**config.mk**
```make
export PLATFORM = sky130hd
export DESIGN_NAME = iexecute
export DESIGN_NICKNAME = d
export VERILOG_FILES = /design/src/rtl/iexecute.sv
export SDC_FILE = /design/constraint.sdc
export NUM_CORES = 1
export LEC_CHECK = 0
export ABC_AREA = 1
export CAP_MARGIN = 20
export CORE_AREA = 2 2 224 282
export DETAILED_ROUTE_END_ITERATION = 6
export DIE_AREA = 0 0 226 284
export DONT_BUFFER_PORTS = 1
export PLACE_DENSITY = 0.41
export SLEW_MARGIN = 20
export SYNTH_ARGS = -nofsm -noshare
export SYNTH_HDL_FRONTEND = slang
export SYNTH_SLANG_ARGS = --single-unit
```
**constraint.sdc**
```tcl
create_clock -name clk -period 8.29 [get_ports clk]
set_input_delay 1.2435 -clock clk [delete_from_list [all_inputs] [get_ports clk]]
set_output_delay 1.2435 -clock clk [all_outputs]
set_load 0.005 [all_outputs]
```
**src/rtl/iexecute.sv**
```systemverilog
// RV32 execute stage: operand forwarding, ALU, beq/jal resolution and the
// EX/MEM pipeline register feeding the memory stage.
module iexecute #(
  parameter int XLEN    = 32,
  parameter int REGADDR = 5
) (
  input  logic               clk,
  input  logic               reset,
  input  logic               RegWriteE,
  input  logic               MemWriteE,
  input  logic               JumpE,
  input  logic               BranchE,
  input  logic               ALUSrcE,
  input  logic [1:0]         ResultSrcE,
  input  logic [2:0]         ALUControlE,
  input  logic [REGADDR-1:0] RdE,
  input  logic [XLEN-1:0]    PCE,
  input  logic [XLEN-1:0]    RD1E,
  input  logic [XLEN-1:0]    RD2E,
  input  logic [XLEN-1:0]    ImmExtE,
  input  logic [XLEN-1:0]    PCPlus4E,
  input  logic [1:0]         ForwardAE,
  input  logic [1:0]         ForwardBE,
  input  logic [XLEN-1:0]    ResultW,
  input  logic               FlushM,
  output logic               PCSrcE,
  output logic [XLEN-1:0]    PCTargetE,
  output logic               RegWriteM,
  output logic               MemWriteM,
  output logic [1:0]         ResultSrcM,
  output logic [XLEN-1:0]    ALUResultM,
  output logic [XLEN-1:0]    WriteDataM,
  output logic [REGADDR-1:0] RdM,
  output logic [XLEN-1:0]    PCPlus4M
);

  logic [XLEN-1:0] w_src_a;
  logic [XLEN-1:0] w_write_data;
  logic [XLEN-1:0] w_src_b;
  logic [XLEN-1:0] w_alu_result;
  logic            w_zero;

  logic               r_reg_write;
  logic               r_mem_write;
  logic [1:0]         r_result_src;
  logic [XLEN-1:0]    r_alu_result;
  logic [XLEN-1:0]    r_write_data;
  logic [REGADDR-1:0] r_rd;
  logic [XLEN-1:0]    r_pc_plus4;

  // Select 11 is unused by the hazard unit and falls back to the register file.
  always_comb begin
    w_src_a = RD1E;
    case (ForwardAE)
      2'b01:   w_src_a = ResultW;
      2'b10:   w_src_a = r_alu_result;
      default: w_src_a = RD1E;
    endcase
  end

  always_comb begin
    w_write_data = RD2E;
    case (ForwardBE)
      2'b01:   w_write_data = ResultW;
      2'b10:   w_write_data = r_alu_result;
      default: w_write_data = RD2E;
    endcase
  end

  assign w_src_b = ALUSrcE ? ImmExtE : w_write_data;

  always_comb begin
    w_alu_result = '0;
    case (ALUControlE)
      3'b000: w_alu_result = w_src_a + w_src_b;
      3'b001: w_alu_result = w_src_a - w_src_b;
      3'b010: w_alu_result = w_src_a & w_src_b;
      3'b011: w_alu_result = w_src_a | w_src_b;
      3'b100: w_alu_result = w_src_a ^ w_src_b;
      3'b101: w_alu_result = {{(XLEN-1){1'b0}}, ($signed(w_src_a) < $signed(w_src_b))};
      3'b110: w_alu_result = w_src_a << w_src_b[4:0];
      3'b111: w_alu_result = w_src_a >> w_src_b[4:0];
      default: w_alu_result = '0;
    endcase
  end

  assign w_zero    = (w_alu_result == '0);
  assign PCTargetE = PCE + ImmExtE;
  assign PCSrcE    = (BranchE & w_zero) | JumpE;

  // A flush only kills the side-effecting controls; the data fields are
  // don't-care for a bubble and load normally.
  always_ff @(posedge clk or posedge reset) begin
    if (reset) begin
      r_reg_write  <= 1'b0;
      r_mem_write  <= 1'b0;
      r_result_src <= 2'b00;
      r_alu_result <= '0;
      r_write_data <= '0;
      r_rd         <= '0;
      r_pc_plus4   <= '0;
    end else begin
      r_alu_result <= w_alu_result;
      r_write_data <= w_write_data;
      r_pc_plus4   <= PCPlus4E;
      if (FlushM) begin
        r_reg_write  <= 1'b0;
        r_mem_write  <= 1'b0;
        r_result_src <= 2'b00;
        r_rd         <= '0;
      end else begin
        r_reg_write  <= RegWriteE;
        r_mem_write  <= MemWriteE;
        r_result_src <= ResultSrcE;
        r_rd         <= RdE;
      end
    end
  end

  assign RegWriteM  = r_reg_write;
  assign MemWriteM  = r_mem_write;
  assign ResultSrcM = r_result_src;
  assign ALUResultM = r_alu_result;
  assign WriteDataM = r_write_data;
  assign RdM        = r_rd;
  assign PCPlus4M   = r_pc_plus4;

endmodule
```
# Word-level counts from Yosys, hierarchy flattened

Cells that the tools add are included.

Output and inout bits: 138
Flip-flop bits (word level): 105

Shift operators: 2
Add/subtract/negate cells: 3
Mux-type cells: 8
Order comparisons: 1
Bitwise logic cells: 5
Equality and inequality tests: 11
Reduce and logical (&&, ||, !) cells: 2

Operators with widths:

| operator                                             | number |
|---|---|
| case mux 32 bit (8 select lines)                     | 1 |
| case mux 32 bit (2 select lines)                     | 2 |
| adder 32 bit                                         | 2 |
| AND 32 bit                                           | 1 |
| logical NOT 32 bit                                   | 1 |
| < comparator 32 bit                                  | 1 |
| 2-to-1 mux 32 bit                                    | 1 |
| OR 32 bit                                            | 1 |
| << shifter 32 x 5 -> 32 bit                          | 1 |
| right shift 32 x 5 -> 32 bit                         | 1 |
| subtractor 32 bit                                    | 1 |
| bitwise XOR 32 bit                                   | 1 |
| equality test 3 bit (second input constant)          | 4 |
| equality test 3 x 2 -> 1 bit (second input constant) | 2 |
| 2-to-1 mux 5 bit                                     | 1 |
| equality test 2 x 1 -> 1 bit (second input constant) | 2 |
| equality test 2 bit (second input constant)          | 2 |
| equality test 3 x 1 -> 1 bit (second input constant) | 1 |
| logical NOT 3 bit                                    | 1 |
| 2-to-1 mux 1 bit                                     | 2 |
| 2-to-1 mux 2 bit                                     | 1 |
| AND 1 bit                                            | 1 |
| OR 1 bit                                             | 1 |

# Depth between registers and ports, before layout

Word-level depth: 8
Depth in mapped cells: 33
Gate-level depth less buffers: 29

# Least setup slack after synthesis

Ideal clock, no wire load.

Path type: input to output
Start point: in ForwardBE[0]
End point: out PCSrcE
Data required time: 7.047 ns
Arrival time: 4.476 ns
Stages: 27
Path slack: 2.570 ns
Cell sequence: inv_1 > ha_1 > buf_4 > buf_2 > clkbuf_1 > a221o_1 > o21ai_0 > o21ai_0 > ha_1 > buf_2 > inv_1 > nand2_1 > nor2_1 > nand2_1 > nor3_1 > nand2_1 > nand3_1 > nand2_1 > nand3_1 > nand3_1 > nor3_1 > nand2_1 > nor2_1 > nand2_1 > nor2_1 > nand3_1 > nand2_1

Longest elaborated chain between the ends: 8
Elaborated cells on any way between the ends: 16
Classes of those cells: add/sub: 2; order compare: 1; eq/ne: 2; shift: 2; mux: 3; bitwise: 5; reduce/logical: 1

Ends and longest elaborated chain:

| item                                                                       | RTL line | source |
|---|---|---|
| from (decl)                                                                | 23       | `input logic [1:0] ForwardBE,` |
| equality test 2 bit / equality test 2 x 1 -> 1 bit (equally long branches) | 63       | `case (ForwardBE)` |
| case mux 32 bit (2 select lines) *                                         | 63       |  |
| 2-to-1 mux 32 bit *                                                        | 70       | `assign w_src_b = ALUSrcE ? ImmExtE : w_write_data;` |
| subtractor 32 bit (tied with other cells)                                  | 76       | `3'b001: w_alu_result = w_src_a - w_src_b;` |
| case mux 32 bit (8 select lines) *                                         | 74       | `case (ALUControlE)` |
| logical NOT 32 bit *                                                       | 87       | `assign w_zero = (w_alu_result == '0);` |
| AND 1 bit *                                                                | 89       | `assign PCSrcE = (BranchE & w_zero) \| JumpE;` |
| OR 1 bit *                                                                 | 89       |  |
| to (decl)                                                                  | 26       | `output logic PCSrcE,` |

Every way passes the cells marked *; elsewhere a longest branch is shown, timed or not.

# Worst setup path after layout

Start point: in ForwardBE[1]
End point: out PCSrcE

The elaborated chain is that of the path after synthesis.

==> metrics.csv <==
stage,metric,value,unit
synthesis,synth_common_cells,"nand2_1, nand3_1, inv_1, nor2_1, a21oi_1",
worst_setup_path,required,7.05,ns
placement,gp_congestion,1.024,
layout,regArea,2628,um2
worst_setup_path,endpoint_kind,output port,
synthesis,synth_cell_types,51,
layout,multiInputGateArea,10910,um2
placement,pre_cts_ws,-0.01345,ns
global_routing,grt_pass1_vias,18300,
global_routing,grt_start_max_net_pins,68,
global_routing,global_route.peak_usage_layer,met2,
synthesis,postSynth.asyncResetShare,100.0,%
worst_setup_path,cp_slowest_stage_delay,0.64,ns
worst_setup_path,crit_type,in2out,
layout,final_cells,3419,
clock_tree,clock_path_buffers,2,
power,power_switching,1.917,mW
sta,clock_skew,0.01971,ns
layout,fin_nets,2916,
sta,tightest_slew,1.244,ns
layout,utilization,27.20,%
power,p_sw_share,58.61,%
drt,firstDrtPassIters,6,
clock_tree,clk_pin_slew,0.09,ns
placement,io_buffer_count,0,
worst_setup_path,r2r_end,ALUResultM[26],
power,leakage,8.287,nW
clock_tree,post_cts_buffers,0,
layout,layout-drive-gt1-share,4.938,%
synthesis,ys_ff_latch,105,
sta,post-route-min-period,8.132,ns
worst_hold_path,hold_class,reg2reg,
clock_tree,numCtsBuffers,9,
sta,max_freq,123.0,MHz
power,power_density,195.9,nW/um2
floorplan,die_area,64180,um2
global_routing,use_met3,7.175,%
worst_setup_path,critPathMaxFanout,18,
synthesis,synth_warnings,0,
sta,fin_tns_setup,0,ns
drt,drc,0,
global_routing,use_met2,56.12,%
worst_hold_path,worstHoldStart,ALUResultM[4],
synthesis,synth.avg_cell_area,5.869,um2
drt,drt-total-wl,106400,um
worst_setup_path,startpoint_type,input port,
sta,finalHoldViolCount,0,
synthesis,synth.most_common_cell,nand2_1,
floorplan,fp.dieH,284,um
power,internal-power,1.354,mW
sta,setup_viol,0,
sta,worst_slack,0.1576,ns
synthesis,netlist_instances,2599,
drt,vias,18860,
layout,fillCellCount,7038,
synthesis,synth_ff_type,dfrtp_1,
floorplan,initial_core_util,24.85,%
synthesis,synth.area.top_cells,"dfrtp_1, nand3_1, nand2_1",
floorplan,io_pins,352,
worst_setup_path,crit_chain,"inv_1, ha_1, buf_12, a221o_1, o21ai_0, o21ai_0, ha_1, nor2_1, inv_1, nor4_2, o21ai_0, nand3_1, nand2_1, nand3_1, nand3_1, nor3_1, nand2_1, nor2_1, nand2_1, nor2_1, nand3_1, nand2_1",
global_routing,grt_pass1_wl,144500,um
flow_run,drv_cap,0,
floorplan,num_rows,102,
power,seqPwrFrac,21.9,%
sta,maxSlewViolCount,0,
synthesis,synth_top_area_share,17.23,%
worst_hold_path,hold-path-cell-count,2,
synthesis,synth_top_cell_by_area,dfrtp_1,
global_routing,antenna_found_initial,15,
worst_setup_path,rr_startpoint,ALUResultM[23],
worst_setup_path,critPathSlowestCell,ha_1,
clock_tree,clk_latency,0.39,ns
worst_setup_path,rr_worst_depth,15,
power,clockPowerShare,13.8,%
power,ir_worst_vdd,0.09128,mV
drt,vias_per_cell,5.517,
layout,syn_to_final_growth,9.474,%
outcome,status,finished clean,
worst_setup_path,crit_arrival,6.89,ns
floorplan,die_x,226,um
sta,post-route-period-util,98.10,%
synthesis,synth.cell_area,15250,um2
power,p_comb_share,64.4,%
global_routing,grt_usage,32.04,%
floorplan,core_area,61390,um2
synthesis,synth_edf_count,0,
drt,drtAntennaViolNets,0,
worst_hold_path,min_to,WriteDataM[4],
clock_tree,cts_num_sinks,105,
clock_tree,cts_max_level,3,
clock_tree,root_buffer,clkbuf_16,
placement,dp_hpwl,92090,um
worst_setup_path,ff2ff_setup_slack,3.54,ns
drt,drt_iter0_drc,2059,
sta,whs,0.7004,ns
synthesis,ys_seq_area_share,17.23,%
placement,placedCellCount,3388,
global_routing,grt_overflow,0,
clock_tree,cts_tree,yes,
sta,rsz0062_at_grt,false,
drt,routedWlPerCell,31.13,um
synthesis,syn_nets,2948,
global_routing,met1_usage,34.76,%
sta,timing.slew.headroom,16.22,%
## layout make-up
cell class	instances	share of cell area [%]
multi-input cells	2064	65.35
flip-flops and latches	105	15.74
inverters	314	7.088
well taps	832	6.234
repair buffers	73	3.582
clock buffers	9	1.349
clock inverters	7	0.4421
diodes	15	0.2248
## per-layer routing
metal / part of all wire, % / up-vias / routed length [um]
met1: 37 / 9053 / 38980
li1: - / 8626 / -
met5: 0.053 / - / 56
met3: 7.8 / 193 / 8276
met2: 49 / 982 / 52230
met4: 6.5 / 8 / 6889
## sequential cells by signal (all words and copies together) (netlist names)
signal and count:
ALUResultM 32, MemWriteM 1, PCPlus4M 32, RdM 5, RegWriteM 1, ResultSrcM 2, WriteDataM 32
## cells in the final DEF (no fill, tap or decap), types with 12 or more instances in the layout
master	instances
nand3_1	492
nand4_1	28
o21ai_0	153
a21oi_1	174
xnor2_1	12
nand2_1	626
a221oi_1	14
dfrtp_1	105
ha_1	132
inv_1	303
nor2_1	225
a221o_1	25
o22ai_1	12
o21ai_1	35
o21bai_1	12
buf_4	69
or2_2	15
xor2_1	20
nor3_1	20
diode_2	15
## kinds of logic (layout without fill, tap and decap cells)
logic type	count (synthesis)	count (layout)	synth area share, %
AOI/OAI and AO/OA	470	470	17.69
adders and majority gates	135	135	11.22
xor gates and xnor gates	32	32	1.837
other	0	15	0
buffers and inverters	430	403	11.40
and+or+nand+nor	1427	1427	40.62
DFF	105	105	17.23
## per-stage QoR
stage,cell area [um2],power (mW)
after floorplan,15250,1.890
after global placement,16360,2.804
after detailed placement,16360,2.779
after CTS,16660,3.235
after global routing,16690,3.456
final,16700,3.271
## critical path, delay by kind of cell
| family | cells | cell delay [ns] |
|---|---|---|
| AOI/OAI and AO/OA | 4 | 1.31 |
| adders and majority gates | 2 | 1.15 |
| buffers and inverters | 3 | 0.46 |
| and+or+nand+nor | 13 | 2.68 |
## power by group through the flow
stage | registers, mW | clock network (mW) | logic (mW)
3_3_place_gp | 0.728 | 0 | 2.08
4_1_cts | 0.715 | 0.457 | 2.06
2_1_floorplan | 0.635 | 0 | 1.25
6_report | 0.715 | 0.451 | 2.10
3_5_place_dp | 0.725 | 0 | 2.05
5_1_grt | 0.719 | 0.481 | 2.26
## how the worst max path moves through the flow
stage / startpoint / end / slack [ns] / cells after the start
finish: ForwardBE[1] / PCSrcE / 0.16 / 22
global route: ForwardBE[0] / PCSrcE / 0.08 / 27
CTS: ForwardBE[1] / PCSrcE / 0.07 / 21
detailed placement: ForwardBE[1] / PCSrcE / -0.01 / 22
global placement: ForwardBE[1] / PCSrcE / -0.14 / 22
floorplan: ForwardBE[0] / PCSrcE / 2.57 / 27
## timing repair
item,CTS,global route
hold buffers,0,0
setup endpoints to repair,1,1
resized for setup,1,1
Note: power is estimated with default switching activity, not from simulation.
